### src/rtl/regfile_multiport_if.sv
// regfile_multiport_if: read, write and debug-dump bus of the multiport register file
interface regfile_multiport_if #(
  parameter int B  = 32,
  parameter int W  = 5,
  parameter int NR = 2
);
  logic            wr_en;
  logic [W-1:0]    w_addr;
  logic [B-1:0]    w_data;
  logic [NR*W-1:0] r_addr;
  logic [NR*B-1:0] r_data;
  logic            dbg_start;
  logic            dbg_ready;
  logic            dbg_valid;
  logic [W-1:0]    dbg_addr;
  logic [B-1:0]    dbg_data;
  logic            dbg_busy;
  logic            dbg_done;
  modport master (
    output wr_en, w_addr, w_data, r_addr, dbg_start, dbg_ready,
    input  r_data, dbg_valid, dbg_addr, dbg_data, dbg_busy, dbg_done
  );
  modport slave (
    input  wr_en, w_addr, w_data, r_addr, dbg_start, dbg_ready,
    output r_data, dbg_valid, dbg_addr, dbg_data, dbg_busy, dbg_done
  );
endinterface

### src/rtl/regfile_multiport.sv
// regfile_multiport: 2**W x B register file (r0 = 0), NR async read ports, one write port, debug dump streamer; define REGFILE_BYPASS_EN for write-first forwarding
module regfile_multiport #(
  parameter int B  = 32,
  parameter int W  = 5,
  parameter int NR = 2
) (
  input logic clk,
  input logic reset,
  regfile_multiport_if.slave bus
);
  localparam int N = 1 << W;
  typedef enum logic [1:0] {IDLE, SCAN, DONE} state_t;
  state_t       state, state_n;
  logic [W-1:0] idx, idx_n;
  logic [B-1:0] regs [N];
  function automatic logic [B-1:0] rd(input logic [W-1:0] a);
`ifdef REGFILE_BYPASS_EN
    return a == '0 ? '0 : (bus.wr_en && bus.w_addr == a) ? bus.w_data : regs[a];
`else
    return a == '0 ? '0 : regs[a];
`endif
  endfunction
  // register array: async clear, one write port, r0 is never written
  always_ff @(posedge clk or posedge reset)
    if (reset) for (int i = 0; i < N; i++) regs[i] <= '0;
    else if (bus.wr_en && bus.w_addr != '0) regs[bus.w_addr] <= bus.w_data;
  // independent combinational read ports
  always_comb begin
    bus.r_data = '0;
    for (int k = 0; k < NR; k++) bus.r_data[k*B +: B] = rd(bus.r_addr[k*W +: W]);
  end
  // dump FSM state and scan index
  always_ff @(posedge clk or posedge reset)
    if (reset) begin
      state <= IDLE;
      idx   <= '0;
    end else begin
      state <= state_n;
      idx   <= idx_n;
    end
  // next state: leave SCAN on acceptance of the last index, never wrap idx
  always_comb begin
    state_n = state;
    idx_n   = idx;
    case (state)
      IDLE: if (bus.dbg_start) begin
        state_n = SCAN;
        idx_n   = '0;
      end
      SCAN: if (bus.dbg_ready) begin
        state_n = idx == '1 ? DONE : SCAN;
        idx_n   = idx == '1 ? idx : idx + 1'b1;
      end
      default: state_n = IDLE;
    endcase
  end
  // dump outputs: dbg_data is a live read so a stalled word follows writes to it
  always_comb begin
    bus.dbg_valid = state == SCAN;
    bus.dbg_busy  = state != IDLE;
    bus.dbg_done  = state == DONE;
    bus.dbg_addr  = state == SCAN ? idx : '0;
    bus.dbg_data  = state == SCAN ? rd(idx) : '0;
  end
endmodule

### src/flat_wrapper.sv
// flat-port wrapper written by rule: the top's interface ports become plain ports
module regfile_multiport_flat 
#(
  parameter int B  = 32,
  parameter int W  = 5,
  parameter int NR = 2
)
  (clk, reset, bus_wr_en, bus_w_addr, bus_w_data, bus_r_addr, bus_dbg_start, bus_dbg_ready, bus_r_data, bus_dbg_valid, bus_dbg_addr, bus_dbg_data, bus_dbg_busy, bus_dbg_done);
  regfile_multiport_if #(.B(B), .W(W), .NR(NR)) bus_i ();
  input logic clk;
  input logic reset;
  input wire logic [$bits(bus_i.wr_en)-1:0] bus_wr_en;
  input wire logic [$bits(bus_i.w_addr)-1:0] bus_w_addr;
  input wire logic [$bits(bus_i.w_data)-1:0] bus_w_data;
  input wire logic [$bits(bus_i.r_addr)-1:0] bus_r_addr;
  input wire logic [$bits(bus_i.dbg_start)-1:0] bus_dbg_start;
  input wire logic [$bits(bus_i.dbg_ready)-1:0] bus_dbg_ready;
  output wire logic [$bits(bus_i.r_data)-1:0] bus_r_data;
  output wire logic [$bits(bus_i.dbg_valid)-1:0] bus_dbg_valid;
  output wire logic [$bits(bus_i.dbg_addr)-1:0] bus_dbg_addr;
  output wire logic [$bits(bus_i.dbg_data)-1:0] bus_dbg_data;
  output wire logic [$bits(bus_i.dbg_busy)-1:0] bus_dbg_busy;
  output wire logic [$bits(bus_i.dbg_done)-1:0] bus_dbg_done;
  assign bus_i.wr_en = bus_wr_en;
  assign bus_i.w_addr = bus_w_addr;
  assign bus_i.w_data = bus_w_data;
  assign bus_i.r_addr = bus_r_addr;
  assign bus_i.dbg_start = bus_dbg_start;
  assign bus_i.dbg_ready = bus_dbg_ready;
  assign bus_r_data = bus_i.r_data;
  assign bus_dbg_valid = bus_i.dbg_valid;
  assign bus_dbg_addr = bus_i.dbg_addr;
  assign bus_dbg_data = bus_i.dbg_data;
  assign bus_dbg_busy = bus_i.dbg_busy;
  assign bus_dbg_done = bus_i.dbg_done;
  regfile_multiport #(.B(B), .W(W), .NR(NR)) u_core (.clk(clk), .reset(reset), .bus(bus_i));
endmodule
### config.mk
export PLATFORM = sky130hd
export DESIGN_NAME = regfile_multiport_flat
export DESIGN_NICKNAME = d
export VERILOG_FILES = /design/src/rtl/regfile_multiport_if.sv /design/src/rtl/regfile_multiport.sv /design/src/flat_wrapper.sv
export SDC_FILE = /design/constraint.sdc
export NUM_CORES = 2
export LEC_CHECK = 0
export CELL_PAD_IN_SITES_DETAIL_PLACEMENT = 0
export CELL_PAD_IN_SITES_GLOBAL_PLACEMENT = 1
export CORE_MARGIN = 5
export CORE_UTILIZATION = 58
export DETAILED_ROUTE_END_ITERATION = 7
export GPL_TIMING_DRIVEN = 0
export PLACE_DENSITY = 0.87
export SLEW_MARGIN = 15
export SYNTH_ARGS = -nofsm -noshare
export SYNTH_HDL_FRONTEND = slang
export SYNTH_SLANG_ARGS = --single-unit
### constraint.sdc
create_clock -name clk -period 62.7 [get_ports clk]
set_input_delay 9.405 -clock clk [delete_from_list [all_inputs] [get_ports clk]]
set_output_delay 9.405 -clock clk [all_outputs]
set_load 0.03 [all_outputs]
# Word-level counts from Yosys, hierarchy flattened
# Index checks and enable logic that the tools add are counted.
totals:
  reg_bits: 1031
  word_cells: 86
op_classes:
  muxes: 25
  add_sub_neg: 1
  n_reduce_logical: 11
  magnitude_cmp: 5
  n_eq_ne: 6
  n_bitwise: 4
ops:
  columns: ["op", "count"]
  rows:
  - ["bitwise mux 1024 bit", 1]
  - ["binary-select mux 32 bit (select 5 bit)", 3]
  - ["two-way mux 32 bit", 11]
  - ["demux 32 bit (select 5 bit)", 1]
  - [">= comparator 6 bit, second input constant", 4]
  - ["inverter 5 -> 6 bit", 4]
  - ["two-way mux 5 bit", 4]
  - ["logical NOT 5 bit", 3]
  - ["case mux 5 bit (2 select lines)", 1]
  - ["less-than comparator 6 x 1 -> 1 bit, second input constant", 1]
  - ["two-way mux 2 bit", 3]
  - ["!= test 2 bit, second input constant", 3]
  - ["adder 5 x 1 -> 5 bit, second input constant", 1]
  - ["equality test 5 bit, second input constant", 1]
  - ["nonzero test 5 bit", 1]
  - ["case mux 2 bit (2 select lines)", 1]
  - ["AND reduction 4 bit", 1]
  - ["nonzero test 2 bit", 2]
  - ["equality test 2 x 1 -> 1 bit, second input constant", 1]
  - ["equality test 2 bit, second input constant", 1]
  - ["logical AND 1 bit", 2]
  - ["logical NOT 2 bit", 1]
  - ["AND reduction 2 bit", 1]

# Logic depth before layout (Yosys ltp)
depth:
  ltp_word: 6
  mapped_depth: 10
  depth_no_buf: 7

# Worst setup path after synthesis
# No wires, ideal clock.
synth_timing:
  path_kind: "input port to output port"
  start: "in bus_r_addr[0]"
  end: "out bus_r_data[18]"
  slack_ns: 42.099
  path_stages: 7
  n_path_buf: 5
  required_time_ns: 53.295
  t_arrival_ns: 11.196
  cell_sequence: "buf_4 > buf_4 > buf_4 > buf_4 > buf_6 > mux2i_1 > a211oi_1"
synth_via:
  elab_chain_cells: 5
  elab_cells_between_ends: 6
synth_rtl:
  columns: ["item", "line_no", "text"]
  rows:
  - ["start: declaration", "flat_wrapper.sv:15", "input wire logic [$bits(bus_i.r_addr)-1:0] bus_r_addr;"]
  - ["inverter 5 -> 6 bit (implied by the code)", "regfile_multiport.sv:20", "return a == '0 ? '0 : regs[a];"]
  - ["binary-select mux 32 bit (select 5 bit)", "regfile_multiport.sv:20", null]
  - ["two-way mux 32 bit (implied by the code) (2 in a row)", "regfile_multiport.sv:20", null]
  - ["two-way mux 32 bit *", "regfile_multiport.sv:20", null]
  - ["end: declaration", "flat_wrapper.sv:18", "output wire logic [$bits(bus_i.r_data)-1:0] bus_r_data;"]
# Every way passes the cells marked *; elsewhere a longest branch is shown, timed or not. The select of a mux whose other input is x is not followed.

# Worst setup path after layout
layout_timing:
  start: "in bus_r_addr[2]"
  end: "out bus_r_data[31]"
# The elaborated chain is that of the path after synthesis.

==> results.toml <==
[run_status]
outcome = "finished, final reports clean"

[route]
wire_per_inst_um = 45.6
first_pass_iters = 7
vias = 49100
dr.first_iter.drc_count = 8521
drc = 0
via_per_inst = 8.09
ant_nets = 0
totalWireLength_mm = 277

[placed_design]
dpl.hpwl_mm = 194
gp_congestion = 1.04
io_buffer_count = 147
detailedPlace.worstSlack_ns = 39.27

[synth]
synth-simple-area-share = 0.0251
yosysSeqAreaShare = 0.412
muxShareOfSynthArea = 0.479
synth_area_leaders = "dfrtp_1, mux4_2, mux2_2"
synth_fa_ha_area_frac = 0.000599
synth-edff-count = 0
syn_area_per_cell_um2 = 14.7
synth-async-reset-ratio = 1.00
ys_types = 51
syn_inst = 4275
synth_top_family_by_area = "multiplexers"
yosys.area.top_type = "dfrtp_1"
synthDominantCellAreaShare = 0.412
synth_xor_area_frac = 0.000279
ys_ff_latch = 1031
ys_warn_count = 0
synth-compound-area-share = 0.0447
syn-cell-area_mm2 = 0.0627
synthFlopType = "dfrtp_1"
synth_nets = 4330

[cells_and_area]
fin_nets = 4607
drive_above_1_share = 0.475
final_common_cell = "mux2_2"
syn_to_final_growth_pct = 11.9
nFillCells = 7814
final_cell_mix = "mux2_2, dfrtp_1, mux4_2"

[pwr]
p_leak_nw = 29.3
combPwrFrac = 0.373
netSwitchingPower_uw = 969
p_clk_frac = 0.270
seqPwrFrac = 0.357
ir_drop_mv = 0.0301
p_per_area_mw_per_mm2 = 36.9
swShare = 0.374
intPower_mw = 1.62

[setup_path]
reg2reg_depth = 7
max_stage_delay_ns = 0.95
arrival_ns = 14.32
cp.depth = 8
cp-startpoint = "bus_r_addr[2]"
crit_buf_inv = 5
crit_type = "in2out"
cp-end-kind = "output pin"
crit_family = "buffers and inverters"
crit_path_max_fanout = 10
critPathLaunchType = "primary input"
worstPathCellList = "clkdlybuf4s50_1, buf_2, buf_2, nand2_1, clkbuf_1, o22ai_1, a211oi_1, clkdlybuf4s50_1"
rr_startpoint = "u_core.idx[1]$_DFFE_PP0P_"
required_ns = 53.29
cp_slowest_cell = "a211oi_1"

[grt]
grt_max_degree = 109
grt_antenna_before_repair = 26
grt_first_pass_wirelength_mm = 378
grt_pass1_vias = 47400
gr-total-overflow = 0
grt_util_all_layers = 0.474

[timing]
tns_ns = 0
setup_viol = 0
skew_ns = 0.00375
period_needed_ns = 23.73
fin_crit_sh = 0.378
slew_viol_final = 0
layout_setup_ws_ns = 38.97
worst-slew-pin-transition_ns = 1.44
rsz0062_at_grt = "false"
hold_viol = 0
max_freq_mhz = 42.1
slew_headroom = 0.0393

[clock_tree]
cts-resized-gates = 0
cts_root_buf = "clkbuf_16"
clockBufferDepth = 3
path_clk_slew_ns = 0.06
cts_hold_buf = 0
cts_setup_buffers = 0
htreeDepth = 3
cts.sinks = 1031
numCtsBuffers = 113
cts_tree = "yes"
clock_latency_ns = 0.74

[floorplanning]
pin_count = 156
start_util = 0.585
num_rows = 120
die_area_mm2 = 0.115
fp.dieW_um = 339
die_y_um = 339
coreArea_mm2 = 0.107

[hold_path]
min-delay-start = "u_core.regs[1000]$_DFFE_PP0P_"
hold_path_class = "reg2reg"
whs_path_depth = 1

[flow_run]
maxCapViolations = 0
flip-flops by register name, summed over array words and instances, names as in the netlist:
name          count
u_core.idx        5
u_core.regs    1024
u_core.state      2
final cells by class:
cell class              instances  area (um^2)  area share
repair buffers                162         1810      0.0258
well taps                    1403         1760      0.0250
inverters                       7         33.8    0.000482
multi-input cells            2729        34500       0.492
clock buffers                 161         3230      0.0460
flip-flops and latches       1031        25800       0.368
diodes                         22         55.1    0.000785
clock inverters                49          562     0.00801
plain buffers                 508         2410      0.0343
synth_stat cells (6+ instances only):
master and count:
buf_2 176, a221oi_1 19, mux2_2 1063, o2111ai_1 39, nor2_1 22, o22ai_1 37
a22oi_1 50, nand3b_1 6, mux2i_1 270, a31oi_1 19, a22o_1 34, buf_4 42
dfrtp_1 1031, nand2_1 159, a2111oi_0 7, mux4_2 681, and3_1 42, buf_6 12
nor2b_1 10, a21oi_1 97, nand3_1 27, a221o_1 24, o221ai_1 13, a211oi_1 38
clkbuf_1 225, nand2b_1 29, buf_1 52
cells by family (layout without fill, tap and decap cells):
kind of cell,Yosys count,in the layout
other,0,22
buffers and inverters,515,887
AO/OA/AOI/OAI,387,387
XOR/XNOR,2,2
adder cells (fa/ha/maj),3,3
multiplexers,2017,2017
flip-flops,1031,1031
AND/OR/NAND/NOR,320,320
layer usage:
metal / track usage / routed length (um) / vias to the layer above
met1: 0.588 / 92600 / 25200
met4: 0.299 / 23400 / 16
met3: 0.285 / 50900 / 1321
met5: 0.0163 / 443 / -
li1: - / - / 17500
met2: 0.625 / 110000 / 5112
path summary, 6_finish.rpt:
check	end	slack, ns
worst max-delay path	bus_r_data[31]	38.97
worst min-delay path	u_core.regs[1000]$_DFFE_PP0P_	0.48
worst max register to register	u_core.idx[1]$_DFFE_PP0P_	59.36
worst min register to register	u_core.regs[1000]$_DFFE_PP0P_	0.48
max in group asynchronous	u_core.regs[904]$_DFFE_PP0P_	51.52
min in group asynchronous	u_core.regs[150]$_DFFE_PP0P_	9.18
metrics by stage:
stage / cells / power, mW / hold WS, ns / area [um^2] / utilization
2_1_floorplan: 4275 / 1.49 / 0.441 / 62700 / -
3_3_place_gp: 5825 / 1.81 / 0.455 / 65900 / 0.615
3_5_place_dp: 5839 / 1.84 / 0.465 / 66300 / 0.618
4_1_cts: 6049 / 2.52 / 0.482 / 70100 / 0.654
5_1_grt: 6050 / 2.63 / 0.493 / 70100 / 0.654
6_report: 6072 / 2.59 / 0.485 / 70100 / 0.654
power groups by stage:
stage                     combinational [mW]  clock [mW]  sequential [mW]
after floorplan                        0.606           0            0.880
after global placement                 0.895           0            0.917
after detailed placement               0.911           0            0.925
after CTS                              0.916       0.694            0.914
after global routing                   0.973       0.720            0.936
final                                  0.967       0.700            0.925
Power figures use the tool's default switching activity.
